===== src/rtl/reg_bus_arbiter.sv =====
// Round-robin arbiter sharing one register-file port between two requesters with one-deep pending slots.
// Write: ack 3 cycles after strobe; read: ack 4 cycles after strobe; a strobe into a full slot is dropped.
module reg_bus_arbiter #(
    parameter int ADDR_W   = 6,
    parameter int DATA_W   = 8,
    parameter int NUM_REGS = 36
) (
    input  logic              clock,
    input  logic              reset_n,
    input  logic              strb0,
    input  logic              strb1,
    input  logic              we0,
    input  logic              we1,
    input  logic [ADDR_W-1:0] addr0,
    input  logic [ADDR_W-1:0] addr1,
    input  logic [DATA_W-1:0] wdata0,
    input  logic [DATA_W-1:0] wdata1,
    output logic              busy0,
    output logic              busy1,
    output logic              ack0,
    output logic              ack1,
    output logic [DATA_W-1:0] rdata0,
    output logic [DATA_W-1:0] rdata1,
    output logic              drop0,
    output logic              drop1,
    output logic [ADDR_W-1:0] address,
    output logic [DATA_W-1:0] wr_data,
    output logic              write_en,
    output logic              read_en,
    input  logic [DATA_W-1:0] rd_data
);

    typedef enum logic [1:0] {S_IDLE, S_ISSUE, S_CAPTURE, S_ACK} state_e;

    localparam logic [ADDR_W:0] ADDR_LIMIT = (ADDR_W + 1)'(NUM_REGS);

    function automatic logic is_legal(input logic [ADDR_W-1:0] a);
        return {1'b0, a} < ADDR_LIMIT;
    endfunction

    state_e                   state_q, state_d;
    logic                     grant_q, grant_d;
    logic                     last_grant_q, last_grant_d;
    logic [1:0]               slot_vld_q, slot_vld_d;
    logic [1:0]               slot_we_q, slot_we_d;
    logic [1:0][ADDR_W-1:0]   slot_addr_q, slot_addr_d;
    logic [1:0][DATA_W-1:0]   slot_wdata_q, slot_wdata_d;
    logic [1:0]               ack_q, ack_d;
    logic [1:0]               drop_q, drop_d;
    logic [1:0][DATA_W-1:0]   rdata_q, rdata_d;
    logic [ADDR_W-1:0]        address_q, address_d;
    logic [DATA_W-1:0]        wr_data_q, wr_data_d;
    logic                     write_en_q, write_en_d;
    logic                     read_en_q, read_en_d;

    logic [1:0]               strb_in, we_in;
    logic [1:0][ADDR_W-1:0]   addr_in;
    logic [1:0][DATA_W-1:0]   wdata_in;
    logic                     sel;

    assign strb_in  = {strb1, strb0};
    assign we_in    = {we1, we0};
    assign addr_in  = {addr1, addr0};
    assign wdata_in = {wdata1, wdata0};

    always_comb begin
        state_d      = state_q;
        grant_d      = grant_q;
        last_grant_d = last_grant_q;
        slot_vld_d   = slot_vld_q;
        slot_we_d    = slot_we_q;
        slot_addr_d  = slot_addr_q;
        slot_wdata_d = slot_wdata_q;
        ack_d        = '0;
        drop_d       = '0;
        rdata_d      = rdata_q;
        address_d    = address_q;
        wr_data_d    = wr_data_q;
        write_en_d   = 1'b0;
        read_en_d    = 1'b0;
        sel          = 1'b0;

        // A slot only loads when empty and only clears when full, so these never collide.
        for (int n = 0; n < 2; n++) begin
            if (strb_in[n]) begin
                if (slot_vld_q[n]) begin
                    drop_d[n] = 1'b1;
                end else begin
                    slot_vld_d[n]   = 1'b1;
                    slot_we_d[n]    = we_in[n];
                    slot_addr_d[n]  = addr_in[n];
                    slot_wdata_d[n] = wdata_in[n];
                end
            end
        end

        case (state_q)
            S_IDLE: begin
                if (|slot_vld_q) begin
                    sel          = (&slot_vld_q) ? ~last_grant_q : slot_vld_q[1];
                    grant_d      = sel;
                    last_grant_d = sel;
                    address_d    = slot_addr_q[sel];
                    wr_data_d    = slot_wdata_q[sel];
                    write_en_d   = slot_we_q[sel] & is_legal(slot_addr_q[sel]);
                    read_en_d    = ~slot_we_q[sel] & is_legal(slot_addr_q[sel]);
                    state_d      = S_ISSUE;
                end
            end
            S_ISSUE: begin
                if (slot_we_q[grant_q]) begin
                    ack_d[grant_q] = 1'b1;
                    state_d        = S_ACK;
                end else begin
                    state_d = S_CAPTURE;
                end
            end
            S_CAPTURE: begin
                rdata_d[grant_q] = is_legal(slot_addr_q[grant_q]) ? rd_data : '0;
                ack_d[grant_q]   = 1'b1;
                state_d          = S_ACK;
            end
            S_ACK: begin
                slot_vld_d[grant_q] = 1'b0;
                state_d             = S_IDLE;
            end
            default: state_d = S_IDLE;
        endcase
    end

    always_ff @(posedge clock) begin
        if (!reset_n) begin
            state_q      <= S_IDLE;
            grant_q      <= 1'b0;
            last_grant_q <= 1'b1;
            slot_vld_q   <= '0;
            slot_we_q    <= '0;
            slot_addr_q  <= '0;
            slot_wdata_q <= '0;
            ack_q        <= '0;
            drop_q       <= '0;
            rdata_q      <= '0;
            address_q    <= '0;
            wr_data_q    <= '0;
            write_en_q   <= 1'b0;
            read_en_q    <= 1'b0;
        end else begin
            state_q      <= state_d;
            grant_q      <= grant_d;
            last_grant_q <= last_grant_d;
            slot_vld_q   <= slot_vld_d;
            slot_we_q    <= slot_we_d;
            slot_addr_q  <= slot_addr_d;
            slot_wdata_q <= slot_wdata_d;
            ack_q        <= ack_d;
            drop_q       <= drop_d;
            rdata_q      <= rdata_d;
            address_q    <= address_d;
            wr_data_q    <= wr_data_d;
            write_en_q   <= write_en_d;
            read_en_q    <= read_en_d;
        end
    end

    assign busy0    = slot_vld_q[0];
    assign busy1    = slot_vld_q[1];
    assign ack0     = ack_q[0];
    assign ack1     = ack_q[1];
    assign drop0    = drop_q[0];
    assign drop1    = drop_q[1];
    assign rdata0   = rdata_q[0];
    assign rdata1   = rdata_q[1];
    assign address  = address_q;
    assign wr_data  = wr_data_q;
    assign write_en = write_en_q;
    assign read_en  = read_en_q;

endmodule


===== config.mk =====
export PLATFORM = sky130hd
export DESIGN_NAME = reg_bus_arbiter
export DESIGN_NICKNAME = d
export VERILOG_FILES = /design/src/rtl/reg_bus_arbiter.sv
export SDC_FILE = /design/constraint.sdc
export NUM_CORES = 1
export LEC_CHECK = 0
export CAP_MARGIN = 10
export CORE_MARGIN = 1
export CORE_UTILIZATION = 50
export CTS_CLUSTER_DIAMETER = 100
export DETAILED_ROUTE_END_ITERATION = 8
export GPL_TIMING_DRIVEN = 0
export PLACE_DENSITY_LB_ADDON = 0.08
export SYNTH_ARGS = -nofsm -noshare
export SYNTH_HDL_FRONTEND = slang
export SYNTH_SLANG_ARGS = --single-unit

===== constraint.sdc =====
create_clock -name clock -period 2.9 [get_ports clock]
set_input_delay 0.87 -clock clock [delete_from_list [all_inputs] [get_ports clock]]
set_output_delay 0.87 -clock clock [all_outputs]
set_load 0.005 [all_outputs]

==> run metrics <==
Max H-tree Level 3; most frequent cell after synthesis nand2_1; Worst R2R Path Depth 5; worst vdd ir 0.0004727 V; Worst EP arrival 1.22 ns; total congestion overflow 0; max incr delay on CP a little over 0.5 ns; Critical Setup Path Class register to output pin; routed len/inst 14.33 um; Worst Setup Start Kind register; WP buf/inv 1; TritonCTS Buffers 9; Fmax ~480 MHz; Sink Count 72; Yosys top cell area share 52.34%; Min-Delay Path Depth 2; Layout Nets approximately 460; Non-Filler Instances 484; Distinct cells, synth 37; Critical R2R Launch state_q[0]; full die area between 5000 and 6000 sq um; number of fill cells roughly 430; vias per cell between 5 and 6; Post-CTS Setup Bufs 0; Max FO, Critical Path 2; Post-synth EDFFs 0; Clock Tree Buf Depth 2; Iteration-0 DRC Markers 86; cell taking the most area after synthesis dfxtp_1; WL final 6.936 mm; slowest cell on the critical path clkdlybuf4s50_1; Final Instance Area around 3800 sq um; Async SR Flop Fraction 0%; pre-CTS setup slack ~0.6 ns; crit path time final 2.094 ns; overall die width about 76 um; Skew-Pair Late Insertion Delay 0.35 ns; synthesized area 2754 sq um; Worst Max-Slew Pin Slew 0.6398 ns; period utilization 72.22%; Placed Cells 468; max_slew headroom 57.26%; 1st-pass router iterations 4; ys flop type dfxtp_1; r2r endpoint rdata1[3]; # rows 26; status complete, no violations; antenna violations before repair 0; final hold vios 0; vias post-DR 2588; flops & latches, synth 72; post-route ant nets 0; Static Leakage 1.434 nW; Worst Slack Setup Final 0.8057 ns; largest cells by area after synthesis dfxtp_1 (52%), nand2_1 (13%), a21oi_1 (12%), o21ai_0 (3.8%), o2bb2ai_1 (2.2%); Reg clk slew, reported paths roughly 0.070 ns; drt drc 0; Root Buffer clkbuf_8; HP Class register to register; Max Cap Viol 0; unrepaired setup endpoints after global routing false; Port Buffers between 70 and 80; family with the most delay on the worst path buffers and inverters; syn_area_per_cell approximately 8.6 sq um; pin count of the biggest net entering global routing 14; area delta synth->final 39.53%; worst endpoint required time slightly above 2 ns; Ports 80; first-pass GRT wire length 11.57 mm; Critical Path Sink Type output pin; Hold Path End rdata1[7]; Clock Skew around 0.013 ns; final setup vio count 0; total power 2.961 mW; fin util 73.82%; hpwl dp 4.897 mm; WHS 0.4491 ns; Worst Min Path Start rdata1[7]; R2R Setup Slk 1.26 ns; Post-Syn Instances 320; register area share after synthesis 52.34%; Placer Congestion 0.8298; Core ar. approximately 5200 sq um; vias in the first global route 2417; post-CTS sizing 0; total negative slack 0 ns; placed cell area 3622 sq um; number of synthesis warnings 0; die height 76.22 um; ANT cells 0; PwrDens 770.5 nW/um^2; Post-Synthesis Net Count 366; most frequent cells after synthesis nand2_1 (92), dfxtp_1 (72), a21oi_1 (64), o21ai_0 (21), o2bb2ai_1 (7); fin. max-slew vios 0; share of cells above drive strength 1 9.903%; Tot GR Track Use roughly 25%; CTS Hold Bufs 0; CTS tree done; Initial Util 52.91%; critical path cell sequence clkdlybuf4s50_1
## kinds of logic after synthesis
| kind of cell | count (synthesis) | share of synthesized area, % |
|---|---|---|
| buffers and inverters | 21 | 4.316 |
| adders and majority gates | 4 | 1.817 |
| DFF | 72 | 52.34 |
| muxes | 2 | 0.7724 |
| AOI/OAI and AO/OA | 108 | 23.49 |
| and+or+nand+nor | 113 | 17.26 |
## final cells by class
type / instances / area [sq um] / area share [%]
plain buffers: 17 / 103.9 / 2.703
clock buffers: 9 / 123.9 / 3.224
clock inverters: 7 / 96.34 / 2.507
inverters: 4 / 15.01 / 0.3908
multi-input cells: 227 / 1194 / 31.06
flip-flops and latches: 72 / 1441 / 37.51
well taps: 70 / 87.58 / 2.279
repair buffers: 78 / 780.7 / 20.32
## power breakdown
group          switching, mW  internal, mW
Sequential            0.0961          1.14
Combinational          0.422         0.432
Clock                  0.385         0.484
## cells in the final DEF (no fill, tap or decap), types with 2 or more instances in the layout
| cell type | count |
|---|---|
| clkdlybuf4s50_1 | 78 |
| nor2b_2 | 2 |
| buf_1 | 3 |
| and3_1 | 3 |
| a21oi_1 | 64 |
| o2bb2ai_1 | 7 |
| bufinv_16 | 2 |
| o21ai_1 | 2 |
| clkbuf_1 | 2 |
| nand3_1 | 3 |
| clkbuf_8 | 9 |
| inv_1 | 3 |
| o31ai_2 | 2 |
| o21ai_0 | 21 |
| ha_1 | 4 |
| nand2b_1 | 2 |
| nand2_1 | 92 |
| a211oi_1 | 3 |
| dfxtp_1 | 72 |
| buf_6 | 2 |
| nor3_1 | 2 |
| nand3b_1 | 2 |
| buf_4 | 5 |
| buf_2 | 4 |
| nor2_1 | 5 |
| clkinvlp_4 | 3 |
## state kept, by name (all words and copies together), names as in the netlist
| signal | flops |
|---|---|
| slot_wdata_q | 16 |
| slot_addr_q | 12 |
| rdata0 | 8 |
| rdata1 | 8 |
| wr_data | 8 |
| address | 6 |
| ack_q | 2 |
| drop_q | 2 |
| slot_vld_q | 2 |
| slot_we_q | 2 |
| state_q | 2 |
| grant_q | 1 |
| last_grant_q | 1 |
| read_en | 1 |
| write_en | 1 |
## worst max-delay path by stage
stage / from / end / slack [ns] / depth (start not counted)
6_report: wr_data[7] / wr_data[7] / 0.81 / 1
5_1_grt: slot_vld_q[1] / busy1 / 0.77 / 1
4_1_cts: rdata0[1] / rdata0[1] / 0.80 / 1
3_5_place_dp: strb0 / slot_wdata_q[2] / 0.60 / 5
3_3_place_gp: strb0 / slot_we_q[0] / 0.61 / 5
2_1_floorplan: reset_n / rdata1[7] / 1.30 / 4
## layer usage
metal	global-route usage, %	vias up	routed length [um]
met1	31.39	1203	3015
met5	0	-	0
met3	4.671	18	430
li1	-	1266	-
met4	12.88	0	164
met2	41.35	101	3326
Power figures use the tool's default switching activity.
